## config.mk

```make
export PLATFORM = sky130hd
export DESIGN_NAME = updi_session_sequencer
export DESIGN_NICKNAME = d
export VERILOG_FILES = /design/src/rtl/updi_session_sequencer.sv
export SDC_FILE = /design/constraint.sdc
export NUM_CORES = 1
export LEC_CHECK = 0
export CAP_MARGIN = 20
export CORE_MARGIN = 4
export CORE_UTILIZATION = 50
export DETAILED_ROUTE_END_ITERATION = 10
export GPL_ROUTABILITY_DRIVEN = 0
export PLACE_DENSITY = 0.7
export SYNTH_ARGS = -nofsm -noshare
export SYNTH_HDL_FRONTEND = slang
export SYNTH_SLANG_ARGS = --single-unit
```

## constraint.sdc

```tcl
create_clock -name clk -period 7 [get_ports clk]
set_input_delay 1.05 -clock clk [delete_from_list [all_inputs] [get_ports clk]]
set_output_delay 1.05 -clock clk [all_outputs]
set_load 0.05 [all_outputs]
```

## src/rtl/updi_session_sequencer.sv

```systemverilog
// UPDI session sequencer: double-break/STATUSA link bring-up, then optional chip-erase
// and/or NVMPROG key unlock with reset toggle and ASI_SYS_STATUS polling.
module updi_session_sequencer #(
    parameter int unsigned MAX_LINK_RETRIES   = 3,
    parameter int unsigned TXN_TIMEOUT_CLKS   = 4096,
    parameter int unsigned POLL_INTERVAL_CLKS = 100,
    parameter int unsigned POLL_MAX           = 64
) (
    input  logic       clk,
    input  logic       rst_n,
    input  logic       start,
    input  logic [1:0] mode,
    output logic       busy,
    output logic       done,
    output logic       error,
    output logic [2:0] error_code,
    output logic       double_break_start,
    input  logic       double_break_done,
    input  logic       txn_ready,
    output logic       txn_start,
    output logic [1:0] txn_op,
    output logic [3:0] txn_cs_addr,
    output logic [7:0] txn_wdata,
    output logic       txn_key_sel,
    input  logic       txn_done,
    input  logic [7:0] txn_rx_data,
    input  logic       txn_ack_error
);
    localparam int unsigned RETRY_W = ($clog2(MAX_LINK_RETRIES + 1) > 0) ? $clog2(MAX_LINK_RETRIES + 1) : 1;
    localparam int unsigned TMR_W   = $clog2(TXN_TIMEOUT_CLKS + 1);
    localparam int unsigned WAIT_W  = $clog2(POLL_INTERVAL_CLKS + 1);
    localparam int unsigned POLL_W  = $clog2(POLL_MAX + 1);

    localparam logic [1:0] OP_LDCS = 2'd0;
    localparam logic [1:0] OP_STCS = 2'd1;
    localparam logic [1:0] OP_KEY  = 2'd2;

    typedef enum logic [3:0] {
        S_IDLE, S_DB_START, S_DB_WAIT, S_RD_LINK, S_CHK_LINK, S_SEND_KEY, S_RD_KEYSTAT,
        S_CHK_KEY, S_RST_SET, S_RST_CLR, S_POLL_WAIT, S_POLL_RD, S_CHK_POLL, S_FINISH, S_FAIL
    } state_t;

    state_t             state_q, state_d, txn_next;
    logic [1:0]         mode_q, mode_d;
    logic               phase_q, phase_d;
    logic [RETRY_W-1:0] retry_q, retry_d;
    logic [TMR_W-1:0]   tmr_q, tmr_d;
    logic [WAIT_W-1:0]  wait_q, wait_d;
    logic [POLL_W-1:0]  poll_q, poll_d;
    logic               pend_q, pend_d;
    logic [7:0]         rx_q, rx_d;
    logic               is_txn;
    logic [1:0]         req_op;
    logic [3:0]         req_addr;
    logic [7:0]         req_wdata;
    logic [2:0]         fail_code;
    logic               error_d, txn_op_unused;
    logic [2:0]         error_code_d;
    logic [1:0]         txn_op_d;
    logic [3:0]         txn_cs_addr_d;
    logic [7:0]         txn_wdata_d;
    logic               txn_key_sel_d, txn_start_d;

    assign txn_op_unused = 1'b0;

    // State and registered outputs
    always_ff @(posedge clk or negedge rst_n) begin
        if (!rst_n) begin
            state_q            <= S_IDLE;
            mode_q             <= 2'd0;
            phase_q            <= 1'b0;
            retry_q            <= '0;
            tmr_q              <= '0;
            wait_q             <= '0;
            poll_q             <= '0;
            pend_q             <= 1'b0;
            rx_q               <= 8'd0;
            busy               <= 1'b0;
            done               <= 1'b0;
            error              <= 1'b0;
            error_code         <= 3'd0;
            double_break_start <= 1'b0;
            txn_start          <= 1'b0;
            txn_op             <= 2'd0;
            txn_cs_addr        <= 4'd0;
            txn_wdata          <= 8'd0;
            txn_key_sel        <= 1'b0;
        end else begin
            state_q            <= state_d;
            mode_q             <= mode_d;
            phase_q            <= phase_d;
            retry_q            <= retry_d;
            tmr_q              <= tmr_d;
            wait_q             <= wait_d;
            poll_q             <= poll_d;
            pend_q             <= pend_d;
            rx_q               <= rx_d;
            busy               <= (state_d != S_IDLE);
            done               <= (state_d == S_FINISH) || (state_d == S_FAIL);
            error              <= error_d;
            error_code         <= error_code_d;
            double_break_start <= (state_d == S_DB_START);
            txn_start          <= txn_start_d;
            txn_op             <= txn_op_d;
            txn_cs_addr        <= txn_cs_addr_d;
            txn_wdata          <= txn_wdata_d;
            txn_key_sel        <= txn_key_sel_d;
        end
    end

    // Next-state, counters and transaction issue
    always_comb begin
        state_d       = state_q;
        mode_d        = mode_q;
        phase_d       = phase_q;
        retry_d       = retry_q;
        tmr_d         = tmr_q;
        wait_d        = wait_q;
        poll_d        = poll_q;
        pend_d        = pend_q;
        rx_d          = rx_q;
        error_d       = error;
        error_code_d  = error_code;
        txn_start_d   = 1'b0;
        txn_op_d      = txn_op;
        txn_cs_addr_d = txn_cs_addr;
        txn_wdata_d   = txn_wdata;
        txn_key_sel_d = txn_key_sel;
        is_txn        = 1'b0;
        req_op        = OP_LDCS;
        req_addr      = 4'h0;
        req_wdata     = 8'h00;
        txn_next      = S_IDLE;
        fail_code     = 3'd0;

        case (state_q)
            S_IDLE: begin
                if (start) begin
                    mode_d       = mode;
                    phase_d      = (mode == 2'b10);
                    retry_d      = '0;
                    poll_d       = '0;
                    wait_d       = '0;
                    error_d      = 1'b0;
                    error_code_d = 3'd0;
                    state_d      = S_DB_START;
                end
            end
            S_DB_START: state_d = S_DB_WAIT;
            S_DB_WAIT:  if (double_break_done) state_d = S_RD_LINK;
            S_RD_LINK: begin
                is_txn = 1'b1; req_addr = 4'h0; txn_next = S_CHK_LINK;
            end
            S_CHK_LINK: begin
                if (rx_q != 8'd0) begin
                    if (mode_q == 2'b00) begin
                        state_d = S_FINISH;
                    end else begin
                        phase_d = (mode_q == 2'b10);
                        poll_d  = '0;
                        state_d = S_SEND_KEY;
                    end
                end else if (retry_q < RETRY_W'(MAX_LINK_RETRIES)) begin
                    retry_d = retry_q + RETRY_W'(1);
                    state_d = S_DB_START;
                end else begin
                    fail_code = 3'd1; state_d = S_FAIL;
                end
            end
            S_SEND_KEY: begin
                is_txn = 1'b1; req_op = OP_KEY; txn_next = S_RD_KEYSTAT;
            end
            S_RD_KEYSTAT: begin
                is_txn = 1'b1; req_addr = 4'h7; txn_next = S_CHK_KEY;
            end
            S_CHK_KEY: begin
                if (phase_q ? rx_q[4] : rx_q[3]) state_d = S_RST_SET;
                else begin
                    fail_code = 3'd4; state_d = S_FAIL;
                end
            end
            S_RST_SET: begin
                is_txn = 1'b1; req_op = OP_STCS; req_addr = 4'h8; req_wdata = 8'h59;
                txn_next = S_RST_CLR;
            end
            S_RST_CLR: begin
                is_txn = 1'b1; req_op = OP_STCS; req_addr = 4'h8; txn_next = S_POLL_WAIT;
            end
            S_POLL_WAIT: begin
                if (wait_q >= WAIT_W'(POLL_INTERVAL_CLKS - 1)) begin
                    wait_d  = '0;
                    state_d = S_POLL_RD;
                end else begin
                    wait_d = wait_q + WAIT_W'(1);
                end
            end
            S_POLL_RD: begin
                is_txn = 1'b1; req_addr = 4'hB; txn_next = S_CHK_POLL;
            end
            S_CHK_POLL: begin
                if (phase_q ? rx_q[3] : !rx_q[0]) begin
                    if (!phase_q && (mode_q == 2'b11)) begin
                        phase_d = 1'b1;
                        poll_d  = '0;
                        state_d = S_SEND_KEY;
                    end else begin
                        state_d = S_FINISH;
                    end
                end else if (poll_q < POLL_W'(POLL_MAX - 1)) begin
                    poll_d  = poll_q + POLL_W'(1);
                    state_d = S_POLL_WAIT;
                end else begin
                    poll_d    = POLL_W'(POLL_MAX);
                    fail_code = 3'd5;
                    state_d   = S_FAIL;
                end
            end
            S_FINISH: state_d = S_IDLE;
            S_FAIL:   state_d = S_IDLE;
            default:  state_d = S_IDLE;
        endcase

        // One outstanding transaction; a missing txn_done fails before any result is used
        if (is_txn) begin
            if (!pend_q) begin
                if (txn_ready) begin
                    txn_start_d   = 1'b1;
                    pend_d        = 1'b1;
                    tmr_d         = '0;
                    txn_op_d      = req_op;
                    txn_cs_addr_d = req_addr;
                    txn_wdata_d   = req_wdata;
                    txn_key_sel_d = phase_q;
                end
            end else if (txn_done) begin
                pend_d = 1'b0;
                rx_d   = txn_rx_data;
                if (txn_ack_error) begin
                    fail_code = 3'd3; state_d = S_FAIL;
                end else begin
                    state_d = txn_next;
                end
            end else if (tmr_q >= TMR_W'(TXN_TIMEOUT_CLKS - 1)) begin
                pend_d    = 1'b0;
                fail_code = 3'd2;
                state_d   = S_FAIL;
            end else begin
                tmr_d = tmr_q + TMR_W'(1);
            end
        end

        if (state_d == S_FAIL && state_q != S_FAIL) begin
            error_d      = 1'b1;
            error_code_d = fail_code;
        end
    end
endmodule
```

=== Yosys cells after proc, flatten, opt, wreduce, memory -nomap -nowiden ===
Cells that the tools add are included.

* Register bits: 68
* Input bits: 17
* Output and inout bits: 23
* Logic and storage cells: 152

* Add/sub/neg operators: 4
* Order comparisons: 4
* Eq/ne operators: 29
* Muxes and demuxes: 69
* Bitwise gates (word level): 1
* Reductions and logical operators: 26

{| class="wikitable"
|+ Operator list
! cell !! count
|-
| $mux 7 || 8
|-
| $mux 13 || 4
|-
| $mux 4 || 13
|-
| $mux 3 || 13
|-
| $pmux 4 s8 || 1
|-
| $eq 4x4->1 const B || 7
|-
| $pmux 4 s6 || 1
|-
| $pmux 7 s3 || 1
|-
| $mux 1 || 19
|-
| $ne 2x2->1 const B || 9
|-
| $eq 4x3->1 const B || 4
|-
| $add 7x1->7 const B || 2
|-
| $pmux 7 s2 || 1
|-
| $add 13x1->13 const B || 1
|-
| $ge 13x12->1 const B || 1
|-
| $pmux 4 s3 || 1
|-
| $reduce_bool 2->1 || 5
|-
| $pmux 3 s3 || 1
|-
| $eq 4x1->1 const B || 2
|-
| $eq 4x2->1 const B || 2
|-
| $pmux 2 s2 || 2
|-
| $reduce_and 4->1 || 2
|-
| $reduce_bool 8->1 || 1
|-
| $ge 7x7->1 const B || 1
|-
| other kinds (22) || 31
|}

=== Logic depth before layout (Yosys ltp) ===
* Depth after elaboration: 13
* Mapped depth: 10
* Gate-level depth less buffers: 8

=== Worst setup path after synthesis ===
Ideal clock, no wire load.

* Kind: input to register
* Start point: input port txn_done
* End point: register busy
* Library setup time: 139 ps
* Arrival: 2521 ps
* Required time: 6861 ps
* Path slack: 4340 ps
* Cell stages on the path: 6
* Path buffers: 0
* Cells stage by stage: or2_2 -> o211ai_1 -> inv_1 -> o32ai_2 -> inv_1 -> or4_1

* Cells in the longest elaborated chain, start to end: 4

{| class="wikitable"
|+ RTL lines
! what !! line !! RTL
|-
| start: declaration || 25 || <nowiki>input logic txn_done,</nowiki>
|-
| $mux 4 || 235 || <nowiki>end else if (txn_done) begin</nowiki>
|-
| $mux 4 || 225 || <nowiki>if (!pend_q) begin</nowiki>
|-
| $mux 4 || 224 || <nowiki>if (is_txn) begin</nowiki>
|-
| named net state_d[2] || 43 || <nowiki>state_t state_q, state_d, txn_next;</nowiki>
|-
| $reduce_bool 4->1 || 98 || <nowiki>busy <= (state_d != S_IDLE);</nowiki>
|-
| end signal: assignment || 98 ||
|-
| end: declaration || 13 || <nowiki>output logic busy,</nowiki>
|}

The timed path passes the listed nets, and every way through them passes these cells.
A chain may end at the register's enable or synchronous reset.

=== Worst setup path after layout ===
* Start point: register state_q[1]
* End point: register tmr_q[9]

* Cells in the longest elaborated chain, start to end: 4
* Elaborated cells on any way between the ends: 9
* Those cells by class: eq/ne: 6; mux: 1; reduce/logical: 2

{| class="wikitable"
|+ RTL lines
! what !! line !! RTL
|-
| start: declaration || 43 ||
|-
| start signal: assignment || 89 || <nowiki>state_q <= state_d;</nowiki>
|-
| $eq 4x4->1 (tied with other cells) || 136 || <nowiki>case (state_q)</nowiki>
|-
| $reduce_or 6->1 (no source line) * || n/a ||
|-
| $mux 1 * || 136 ||
|-
| $reduce_and 4->1 (no source line) * || n/a ||
|-
| end signal: assignment || 93 || <nowiki>tmr_q <= tmr_d;</nowiki>
|-
| end: declaration || 47 || <nowiki>logic [TMR_W-1:0] tmr_q, tmr_d;</nowiki>
|}

Mark *: on every way between the ends. The rest lies on a longest branch, timed or not.

==> impl_metrics.csv <==
group,metric,value,unit
status,status,"complete, no violations",
timing,slew_headroom,49.5,%
cells_and_area,final_common_cell,"nand2_1",
global_routing,groute.usage.overall,20.1,%
global_routing,grt_remaining_overflow,0,
route,drt_iter0_markers,202,
synth,muxShareOfSynthArea,2.05,%
timing,timing.final.hold_violations,0,
clock_tree,cts_tree,"done",
power,internal-power,0.000966,W
clock_tree,post_cts_buffers,0,
synth,synth_top_family_by_area,"simple AND/OR/NAND/NOR gates",
power,cellPowerDensity,453,nW/um2
global_routing,grt_start_max_net_pins,61,
route,vias_per_cell,5.62,
power,seqPwrFrac,35.8,%
synth,synth-adder-area-share,1.55,%
cells_and_area,n_fill_cell,569,
floorplan,initial_core_util,51.3,%
timing,final.setup.tns,0,ns
timing,grt_setup_unrepaired,"no",
power,ir_drop,253,uV
floorplan,boundaryPins,40,
synth,ys_ff_latch,60,
setup_path,crit_slowest_cell,"dfrtp_1",
setup_path,r2r-start,"state_q[1]",
synth,seq_area_frac_synth,46.4,%
route,drcViolationCount,0,
global_routing,grt_pass1_wl,11900,um
floorplan,die_w,88.5,um
route,wl,7030,um
global_routing,antenna_found_initial,0,
synth,synth_area_leaders,"dfrtp_1 46%, nand2_1 7.3%, o21ai_0 3.9%",
setup_path,cp.required,7.22,ns
setup_path,crit_path_end_kind,"flop",
cells_and_area,fin_cells,455,
clock_tree,ctsResizeCount,0,
clock_tree,clock_sinks,60,
power,clockPowerShare,21.4,%
timing,max_freq,331,MHz
floorplan,rows,29,
setup_path,start_kind,"flop",
global_routing,grt_pass1_vias,2406,
route,ant_nets,0,
route,drtPass1Iterations,4,
clock_tree,clock_latency,0.35,ns
cells_and_area,drive_above_1_share,10.8,%
min_path,hold_path.class,"reg -> reg",
power,switching_share,43.6,%
synth,synth_edf_count,0,
synth,syn_avg_cell_area,9.47,um2
floorplan,dieHeight,88.5,um
route,vias,2555,
synth,synth_compound_area_share,15.9,%
clock_tree,clock-root-buffer,"clkbuf_8",
synth,yosys_warnings,0,
synth,synth-simple-area-share,24.0,%
timing,worst_pin_slew,0.757,ns
cells_and_area,final_cell_mix,"63 x nand2_1, 60 x dfrtp_1, 34 x clkdlybuf4s50_1",
route,wire_per_inst,15.5,um
synth,syn_area,3240,um2
cells_and_area,diodes,0,
timing,slew_violations,0,
synth,synthArstFlopShare,100,%
floorplan,coreArea,6310,um2
setup_path,cp_cell_sequence,"mux2i_2, o22ai_4, nand3_1, clkinv_1, o2111a_1, nand4_1, xor2_1, nor2_1",
setup_path,worstSetupPathType,"reg -> reg",
floorplan,die_area,7830,um2
clock_tree,cts_buffers,9,
power,comb_power_share,42.8,%
synth,syn_inst,342,
min_path,min_to,"rx_q[6]",
placed_design,dp_cells,439,
synth,synth-xor-area-share,3.79,%
setup_path,critPathMaxStageDelay,0.77,ns
synth,yosys.area.top_type,"dfrtp_1",
clock_tree,clk_pin_slew,0.07,ns
synth,yosysTopAreaCellShare,46.4,%
flow_run,drv_cap,0,
synth,ys_types,64,
placed_design,dp_hpwl,4910,um
setup_path,worstPathArrival,3.24,ns
setup_path,rrSetupSlack,3.98,ns
timing,period_needed,3.02,ns
setup_path,r2r-end,"tmr_q[9]",
cells_and_area,final_nets,394,
synth,synthFlopType,"dfrtp_1",
power,p_leak,1.73,nW
placed_design,port_buffers,35,
setup_path,worstRegToRegCells,8,
power,p_sw,0.000748,W
clock_tree,htreeDepth,3,
timing,fin_crit_sh,43.1,%
timing,finClkSkew,0.0104,ns
clock_tree,hold_buffers,0,
cells_and_area,area_delta_synth_final,16.7,%
setup_path,critPathMaxFanout,20,
clock_tree,clockBufferDepth,2,
min_path,hp-start,"rx_q[6]",
min_path,whs_path_depth,2,
timing,finalSetupViolations,0,
[cells by family after synthesis]
family / after synthesis
flip-flops: 60
AO/OA/AOI/OAI: 71
AND/OR/NAND/NOR: 154
multiplexers: 6
adder cells (fa/ha/maj): 4
other: 1
buffers and inverters: 32
XOR/XNOR: 14
[cell usage after synthesis (2+ instances only)]
| cell | number |
|---|---|
| nand2b_1 | 2 |
| and3_1 | 5 |
| mux2_2 | 2 |
| nor2b_1 | 6 |
| o41ai_1 | 3 |
| dfrtp_1 | 60 |
| nor2_1 | 33 |
| a21o_1 | 2 |
| buf_4 | 9 |
| a32o_1 | 2 |
| a21oi_1 | 10 |
| o211ai_1 | 2 |
| inv_2 | 2 |
| o21ai_1 | 2 |
| nor4_1 | 2 |
| o31ai_1 | 4 |
| clkbuf_1 | 2 |
| o22ai_1 | 2 |
| xnor2_1 | 5 |
| o21ai_0 | 25 |
| nand3_1 | 15 |
| and4_1 | 3 |
| nand2_1 | 63 |
| nand4_1 | 4 |
| nand3b_1 | 3 |
| ha_1 | 4 |
| xor2_1 | 9 |
| buf_6 | 5 |
| nor3_1 | 4 |
| inv_1 | 10 |
| and3_2 | 2 |
| mux2i_1 | 3 |
| a31oi_1 | 5 |
| o32ai_2 | 2 |
[critical path: cells and delay by family, from the launching register on]
kind / cells / cell delay (ns)
buffers and inverters: 1 / 0.51
muxes: 1 / 0.34
and+or+nand+nor: 3 / 0.52
AOI/OAI and AO/OA: 2 / 0.59
xor gates and xnor gates: 1 / 0.15
DFF: 1 / 0.77
[cell type report]
cell class              count  area, um2  share of cell area [%]
clock inverters             4       70.1                    1.85
clock buffers              12        165                    4.37
multi-input cells         253       1550                    40.9
repair buffers             36        353                    9.33
inverters                  13       48.8                    1.29
well taps                  77       96.3                    2.55
flip-flops and latches     60       1500                    39.7
[per-layer routing]
layer	vias to the layer above	part of all wire (%)	GRT usage (%)
met2	50	47	30.8
met1	1241	47	27.5
met3	8	4.6	6.52
li1	1256	-	-
met5	-	0	0
met4	0	1.4	5.91
[per-stage QoR]
step                util (%)  power, W  cell area (um2)  worst slack (ns)  hold WS (ns)
finish                  59.9   0.00171             3780              3.98         0.482
floorplan                  -   0.00118             3250              4.34         0.445
global route            59.9   0.00183             3780              3.71         0.493
detailed placement      56.1   0.00135             3540              3.63         0.471
CTS                     59.9   0.00173             3780              4.00         0.485
global placement        56.1   0.00133             3540              3.71         0.461
[power by group through the flow]
stage / sequential, W / clock [W] / combinational, W
2_1_floorplan: 0.000676 / 0 / 0.000500
6_report: 0.000614 / 0.000366 / 0.000734
5_1_grt: 0.000636 / 0.000388 / 0.000807
4_1_cts: 0.000614 / 0.000374 / 0.000738
3_5_place_dp: 0.000619 / 0 / 0.000733
3_3_place_gp: 0.000617 / 0 / 0.000718
[registers in the layout, summed over array words and instances, names as in the netlist]
register / count
double_break_start: 1
phase_q: 1
txn_start: 1
done: 1
retry_q: 2
txn_key_sel: 1
wait_q: 7
poll_q: 7
mode_q: 2
txn_wdata: 1
state_q: 4
txn_op: 2
busy: 1
txn_cs_addr: 3
error: 1
rx_q: 8
tmr_q: 13
pend_q: 1
error_code: 3
[worst max path at each step]
| stage | startpoint | end | slack [ns] | cells past startpoint |
|---|---|---|---|---|
| 3_3_place_gp | txn_done | busy | 3.71 | 7 |
| 2_1_floorplan | txn_done | busy | 4.34 | 6 |
| 4_1_cts | state_q[1] | tmr_q[9] | 4.00 | 8 |
| 5_1_grt | state_q[1] | tmr_q[9] | 3.71 | 8 |
| 3_5_place_dp | txn_done | busy | 3.63 | 7 |
| 6_report | state_q[1] | tmr_q[9] | 3.98 | 8 |
(Power assumes the default switching activity.)
